$ cat config.mk
export PLATFORM = sky130hd
export DESIGN_NAME = collision_scheduler
export DESIGN_NICKNAME = d
export VERILOG_FILES = /design/src/rtl/collision_scheduler.sv
export SDC_FILE = /design/constraint.sdc
export NUM_CORES = 1
export LEC_CHECK = 0
export CAP_MARGIN = 20
export CORE_MARGIN = 2
export CORE_UTILIZATION = 45
export CTS_CLUSTER_DIAMETER = 40
export DETAILED_ROUTE_END_ITERATION = 7
export PLACE_DENSITY = 0.81
export SLEW_MARGIN = 25
export SYNTH_ARGS = -nofsm -noshare
export SYNTH_HDL_FRONTEND = slang
export SYNTH_SLANG_ARGS = --single-unit
$ cat constraint.sdc
create_clock -name clock -period 2.7 [get_ports clock]
set_input_delay 0.54 -clock clock [delete_from_list [all_inputs] [get_ports clock]]
set_output_delay 0.54 -clock clock [all_outputs]
set_load 0.02 [all_outputs]
$ cat src/rtl/collision_scheduler.sv
// collision_scheduler: shares one map/character collision detector across all
// enemy slots, one detector pass per live enemy on every game tick.
module collision_scheduler #(
  parameter int NUM_ENEMIES = 4,
  parameter int TIMEOUT     = 31
) (
  input  logic                     clock,
  input  logic                     resetn,
  input  logic                     start,
  input  logic [NUM_ENEMIES-1:0]   enemy_alive,
  input  logic [9*NUM_ENEMIES-1:0] enemy_x_bus,
  input  logic [8*NUM_ENEMIES-1:0] enemy_y_bus,
  input  logic [3*NUM_ENEMIES-1:0] enemy_dir_bus,
  output logic                     det_init,
  output logic                     det_enable,
  output logic [8:0]               det_enemy_x,
  output logic [7:0]               det_enemy_y,
  output logic [2:0]               det_dir_enemy,
  input  logic                     det_c_map,
  input  logic                     det_e_map,
  input  logic                     det_c_e,
  input  logic                     det_e_hit,
  input  logic                     det_done,
  output logic                     c_map_collision,
  output logic [NUM_ENEMIES-1:0]   e_map_collision,
  output logic [NUM_ENEMIES-1:0]   c_e_collision,
  output logic [NUM_ENEMIES-1:0]   e_hit,
  output logic                     busy,
  output logic                     done,
  output logic                     timeout_err
);
  localparam int IW = $clog2(NUM_ENEMIES + 1);
  localparam int TW = $clog2(TIMEOUT + 1);
  localparam logic [IW-1:0] IDX_END = IW'(NUM_ENEMIES);

  typedef enum logic [2:0] {
    S_IDLE, S_SELECT, S_INIT, S_WAIT, S_LATCH, S_FINISH
  } state_t;

  state_t                   state_reg, state_next;
  logic [IW-1:0]            idx_reg, idx_next;
  logic [TW-1:0]            timer_reg, timer_next;
  logic                     forced_reg, forced_next;
  logic [NUM_ENEMIES-1:0]   alive_snap_reg, alive_snap_next;
  logic [9*NUM_ENEMIES-1:0] x_snap_reg, x_snap_next;
  logic [8*NUM_ENEMIES-1:0] y_snap_reg, y_snap_next;
  logic [3*NUM_ENEMIES-1:0] dir_snap_reg, dir_snap_next;
  logic                     c_map_reg, c_map_next;
  logic [NUM_ENEMIES-1:0]   e_map_reg, e_map_next;
  logic [NUM_ENEMIES-1:0]   c_e_reg, c_e_next;
  logic [NUM_ENEMIES-1:0]   e_hit_reg, e_hit_next;
  logic                     timeout_reg, timeout_next;

  logic                     slot_alive;
  logic                     slot_live;
  logic [NUM_ENEMIES-1:0]   latch_mask;

  // Detector fields come from the snapshot; idx only moves on the way back to SELECT.
  always_comb begin
    slot_alive    = 1'b0;
    det_enemy_x   = '0;
    det_enemy_y   = '0;
    det_dir_enemy = '0;
    for (int i = 0; i < NUM_ENEMIES; i++) begin
      if (idx_reg == IW'(i)) begin
        slot_alive    = alive_snap_reg[i];
        det_enemy_x   = x_snap_reg[9*i +: 9];
        det_enemy_y   = y_snap_reg[8*i +: 8];
        det_dir_enemy = dir_snap_reg[3*i +: 3];
      end
    end
  end

  // An all-dead snapshot still needs one character-only pass on slot 0.
  assign slot_live = slot_alive || (forced_reg && (idx_reg == '0));

  generate
    for (genvar gi = 0; gi < NUM_ENEMIES; gi++) begin : g_slot
      assign latch_mask[gi] = (state_reg == S_LATCH) && !forced_reg && (idx_reg == IW'(gi));
    end
  endgenerate

  always_comb begin
    state_next      = state_reg;
    idx_next        = idx_reg;
    timer_next      = timer_reg;
    forced_next     = forced_reg;
    alive_snap_next = alive_snap_reg;
    x_snap_next     = x_snap_reg;
    y_snap_next     = y_snap_reg;
    dir_snap_next   = dir_snap_reg;
    c_map_next      = c_map_reg;
    e_map_next      = (e_map_reg & ~latch_mask) | (latch_mask & {NUM_ENEMIES{det_e_map}});
    c_e_next        = (c_e_reg & ~latch_mask) | (latch_mask & {NUM_ENEMIES{det_c_e}});
    e_hit_next      = (e_hit_reg & ~latch_mask) | (latch_mask & {NUM_ENEMIES{det_e_hit}});
    timeout_next    = timeout_reg;
    case (state_reg)
      S_IDLE: begin
        if (start) begin
          state_next      = S_SELECT;
          idx_next        = '0;
          alive_snap_next = enemy_alive;
          x_snap_next     = enemy_x_bus;
          y_snap_next     = enemy_y_bus;
          dir_snap_next   = enemy_dir_bus;
          forced_next     = (enemy_alive == '0);
          c_map_next      = 1'b0;
          e_map_next      = '0;
          c_e_next        = '0;
          e_hit_next      = '0;
          timeout_next    = 1'b0;
        end
      end
      S_SELECT: begin
        if (idx_reg == IDX_END) begin
          state_next = S_FINISH;
        end else if (slot_live) begin
          state_next = S_INIT;
        end else begin
          idx_next = idx_reg + IW'(1);
        end
      end
      S_INIT: begin
        timer_next = '0;
        state_next = S_WAIT;
      end
      S_WAIT: begin
        timer_next = timer_reg + TW'(1);
        if (det_done) begin
          state_next = S_LATCH;
        end else if (timer_next == TW'(TIMEOUT)) begin
          timeout_next = 1'b1;
          idx_next     = idx_reg + IW'(1);
          state_next   = S_SELECT;
        end
      end
      S_LATCH: begin
        c_map_next = c_map_reg | det_c_map;
        idx_next   = idx_reg + IW'(1);
        state_next = S_SELECT;
      end
      S_FINISH: state_next = S_IDLE;
      default:  state_next = S_IDLE;
    endcase
  end

  always_ff @(posedge clock or negedge resetn) begin
    if (!resetn) begin
      state_reg      <= S_IDLE;
      idx_reg        <= '0;
      timer_reg      <= '0;
      forced_reg     <= 1'b0;
      alive_snap_reg <= '0;
      x_snap_reg     <= '0;
      y_snap_reg     <= '0;
      dir_snap_reg   <= '0;
      c_map_reg      <= 1'b0;
      e_map_reg      <= '0;
      c_e_reg        <= '0;
      e_hit_reg      <= '0;
      timeout_reg    <= 1'b0;
    end else begin
      state_reg      <= state_next;
      idx_reg        <= idx_next;
      timer_reg      <= timer_next;
      forced_reg     <= forced_next;
      alive_snap_reg <= alive_snap_next;
      x_snap_reg     <= x_snap_next;
      y_snap_reg     <= y_snap_next;
      dir_snap_reg   <= dir_snap_next;
      c_map_reg      <= c_map_next;
      e_map_reg      <= e_map_next;
      c_e_reg        <= c_e_next;
      e_hit_reg      <= e_hit_next;
      timeout_reg    <= timeout_next;
    end
  end

  assign det_init        = (state_reg == S_INIT);
  assign det_enable      = (state_reg == S_WAIT) || (state_reg == S_LATCH);
  assign busy            = (state_reg != S_IDLE);
  assign done            = (state_reg == S_FINISH);
  assign c_map_collision = c_map_reg;
  assign e_map_collision = e_map_reg;
  assign c_e_collision   = c_e_reg;
  assign e_hit           = e_hit_reg;
  assign timeout_err     = timeout_reg;

endmodule

; Word level (Yosys, flattened, before mapping)
; Index checks and enable logic that the tools add are counted.
[op_classes]
n_bitwise = 11
n_addsub = 2
reduce_logical = 22
eq_ne = 17
n_mux = 40
[ops]
columns = operator, n
row1 = $mux 3, 14
row2 = $mux 9, 4
row3 = $mux 8, 4
row4 = $and 4x4->4, 6
row5 = $mux 4, 6
row6 = $pmux 3 s5, 1
row7 = $eq 3x2->1 const B, 4
row8 = $or 4x4->4, 3
row9 = $pmux 3 s4, 1
row10 = $ne 2x2->1 const B, 5
row11 = $pmux 5 s2, 1
row12 = $eq 3x3->1 const B, 3
row13 = $mux 1, 7
row14 = $eq 3x1->1 const B, 2
row15 = $logic_and 1x1->1, 6
row16 = $logic_not 3->1, 2
row17 = $ne 3x3->1 const B, 2
row18 = $reduce_and 6->1, 1
row19 = $reduce_bool 2->1, 3
row20 = $add 5x1->5 const B, 1
row21 = $eq 5x5->1 const B, 1
row22 = $logic_not 4->1, 1
row23 = $not 4->4, 1
row24 = $pmux 1 s2, 2
row25 = other kinds (9), 11
[word_totals]
wordCells = 105
regBits = 110

; Logic depth before layout (Yosys ltp)
[logic_depth]
depth_word = 9
depth_mapped = 9

; Least setup slack after synthesis
; Ideal clock, no wire load.
[synth_path]
path_type = reg-to-output
from = reg idx_reg[1]
to = out det_enemy_y[0]
path_buffers = 2
stages_incl_launch_ff = 10
arrival_time_ns = 1.990
slack_ns = 0.170
path_cell_list = dfrtp_1 -> inv_1 -> ha_1 -> nor2b_1 -> clkbuf_1 -> clkbuf_1 -> a22oi_1 -> nor2_1 -> a21oi_1 -> o21ai_0
[synth_via]
elab_chain_len = 5
word_cells_on_any_way = 8
[synth_rtl]
columns = item, line
row1 = "start, declared", 41  ; logic [IW-1:0] idx_reg, idx_next;
row2 = "start signal, assigned", 164  ; idx_reg <= idx_next;
row3 = $logic_not 3->1, 65  ; if (idx_reg == IW'(i)) begin
row4 = $mux 8 (3 in series), 65
row5 = $mux 8 (*), 65
row6 = "end, declared", 17  ; output logic [7:0] det_enemy_y,
; Every way passes the cells marked *; elsewhere a longest branch is shown, timed or not.

; Final worst setup path
[layout_path]
from = reg idx_reg[0]
to = out det_dir_enemy[2]
[layout_via]
elab_chain_len = 5
word_cells_on_any_way = 8
[layout_rtl]
columns = item, line
row1 = $logic_not 3->1, 65
row2 = $mux 3 (3 in series), 65
row3 = $mux 3 (*), 65
row4 = "end, declared", 18  ; output logic [2:0] det_dir_enemy,
; Marked as above.

==> run_results.csv <==
group,metric,value,unit
setup_path,cp-end-kind,"output port",
sta,hold_viol,0,
sta,rsz0062_at_grt,"true",
sta,tightestPinTransition,553,ps
clocking,clk_pin_slew,80,ps
global_route,grt_first_pass_wirelength,20200,µm
setup_path,reg2reg_depth,8,
setup_path,worstPathRequired,2160,ps
setup_path,worst-endpoint-arrival,2070,ps
power_and_ir_drop,power.density,1170,nW/µm²
die,start_util,45.6,%
sta,tns,0,ps
synth,syn-cell-area,5140,µm²
sta,setup_violations,0,
sta,clock_skew,6.19,ps
global_route,antenna_found_initial,0,
job,maxCapViolCount,0,
sta,fmax,0.384,GHz
layout,final_core_util,62.8,%
place,pre_cts_slack,-99.2,ps
clocking,cts_tree,"yes",
synth,synth_top_area_share,53.6,%
global_route,grt_max_degree,51,
sta,relSlewSlack,63.1,%
sta,period_share,96.5,%
synth,synth_most_common_cell,"dfrtp_1",
route,drtIter0Drc,146,
synth,synth-edff-count,0,
sta,min_period,2610,ps
die,die-area,12300,µm²
setup_path,critPathKind,"register to output port",
setup_path,cp_max_fo,5,
min_path,min_path_type,"primary input to async pin",
power_and_ir_drop,p_leak,2.96,nW
clocking,htree_levels,3,
clocking,cts_hold_buffers,0,
synth,yosysUniqueCellTypes,40,
die,core,11300,µm²
synth,synthTopCellsByArea,"dfrtp_1, mux2_2, a21oi_1",
place,placed_area,6700,µm²
outcome,run_status,"finished, final reports clean",
route,first_pass_iters,5,
route,viasPerCell,5.40,
route,ant_nets,0,
layout,n_antenna_cell,0,
setup_path,start_kind,"register",
synth,netlist_instances,457,
synth,ys_ff_latch,110,
clocking,clockRootBuffer,"clkbuf_16",
layout,largest_reg_flops,36,
setup_path,rr_endpoint,"idx_reg[0]",
route,wire_per_inst,16.5,µm
die,dieHeight,111,µm
power_and_ir_drop,vdd_ir_drop_max,0.628,mV
sta,maxSlewViolCount,0,
layout,final_area,7080,µm²
die,die_w,111,µm
synth,yosys_warnings,0,
synth,syn_area_per_cell,11.2,µm²
synth,seq_area_frac_synth,53.6,%
global_route,gr-total-overflow,0,
place,gp_congestion,0.837,
die,num_rows,39,
clocking,clk_latency,340,ps
route,route.vias.total,4004,
place,port_buffers,129,
clocking,clockBufferDepth,2,
place,dp_hpwl,8570,µm
synth,yosysTopAreaCell,"dfrtp_1",
sta,setup_slack,94.8,ps
setup_path,rrSetupSlack,600,ps
global_route,grt_usage,20.1,%
synth,syn-num-nets,556,
synth,synth_ff_type,"dfrtp_1",
clocking,cts_sinks,110,
layout,fin_nets,692,
die,io_pins,130,
route,drc_errors,0,
synth,ys_top_cells_by_count,"dfrtp_1, mux2_2, nand2_1, a21oi_1, nor2_1",
synth,ys_async_sr_fraction,100,%
route,drt_wl_total,12300,µm
layout,area_delta_synth_final,37.7,%
global_route,grt_pass1_vias,4058,
layout,drive_above_1_share,27.9,%
setup_path,r2r-start,"idx_reg[1]",
clocking,cts_made_buffers,9,
area by class of cell:
cell class	count	area, µm²
clock inverters	7	77.6
clock buffers	9	225
fillers	875	4190
repair buffers	155	1510
multi-input cells	310	2300
flip-flops and latches	110	2760
inverters	7	28.8
well taps	143	179
worst max-delay path, stage by stage (launching register included):
cell and delay (ps):
dfrtp_2 460, inv_4 90, ha_4 130, nor3b_4 180
buf_6 160, buf_6 140, a22oi_1 60, nor2_1 130
a21oi_2 60, o21ai_0 130, buf_2 180
metal layers:
layer | track usage, % | up-vias | wire length [µm]
met3 | 4.54 | 14 | 635
met1 | 26.6 | 1987 | 5310
li1 | - | 1901 | -
met2 | 33.6 | 102 | 6170
met4 | 5.25 | 0 | 150
met5 | 0 | - | 0
report_power, final:
| part | switching, W | total, W | internal, W |
|---|---|---|---|
| sequential | 0.000542 | 0.00298 | 0.00243 |
| combinational | 0.00196 | 0.00401 | 0.00205 |
| clock | 0.000655 | 0.00131 | 0.000659 |
| total | 0.00316 | 0.00830 | 0.00515 |
layout by cell type (no fill, tap or decap), drive strengths merged, types with 3 or more instances in the layout:
| cell type | synthesis | final |
|---|---|---|
| buf | 14 | 45 |
| mux2 | 86 | 86 |
| nand2 | 44 | 44 |
| ha | 7 | 7 |
| nand3 | 14 | 14 |
| nor2b | 5 | 5 |
| inv | 7 | 11 |
| a21oi | 35 | 35 |
| nand3b | 4 | 4 |
| mux2i | 3 | 3 |
| a22o | 3 | 3 |
| nor2 | 32 | 32 |
| clkdlybuf4s50 | 0 | 108 |
| o21ai | 29 | 29 |
| a22oi | 20 | 20 |
| dfrtp | 110 | 110 |
| nand2b | 3 | 3 |
| clkbuf | 16 | 11 |
worst max path at each step:
| stage | start | end | slack, ps | cells after the start |
|---|---|---|---|---|
| final | idx_reg[0] | det_dir_enemy[2] | 90 | 10 |
| after global routing | idx_reg[0] | det_enemy_x[4] | -30 | 10 |
| after CTS | idx_reg[1] | det_enemy_y[6] | 30 | 9 |
| after detailed placement | idx_reg[0] | det_enemy_y[7] | -100 | 9 |
| after global placement | idx_reg[0] | det_enemy_y[7] | -6 | 9 |
| after floorplan | idx_reg[1] | det_enemy_y[0] | 170 | 9 |
cell families after synthesis:
group                    Yosys count  synth area share, %
flip-flops                       110                 53.6
adder cells (fa/ha/maj)            7                 1.70
AO/OA/AOI/OAI                     99                 11.8
XOR/XNOR                           1                0.170
AND/OR/NAND/NOR                  114                 10.2
buffers and inverters             37                 3.07
multiplexers                      89                 19.4
timing repair:
action | in CTS | in global routing
pin swaps | 0 | 3
setup buffers | 0 | 5
resized for setup | 104 | 27
endpoints found under the setup margin | 20 | 22
cloned | 0 | 3
stage by stage:
step                      power (W)  cells  hold WS (ps)
final                       0.00830    741           180
after global routing        0.00888    741           219
after CTS                   0.00801    733           194
after detailed placement    0.00693    717           496
after global placement      0.00677    717           491
after floorplan             0.00534    457           244
Note: power is estimated with default switching activity, not from simulation.
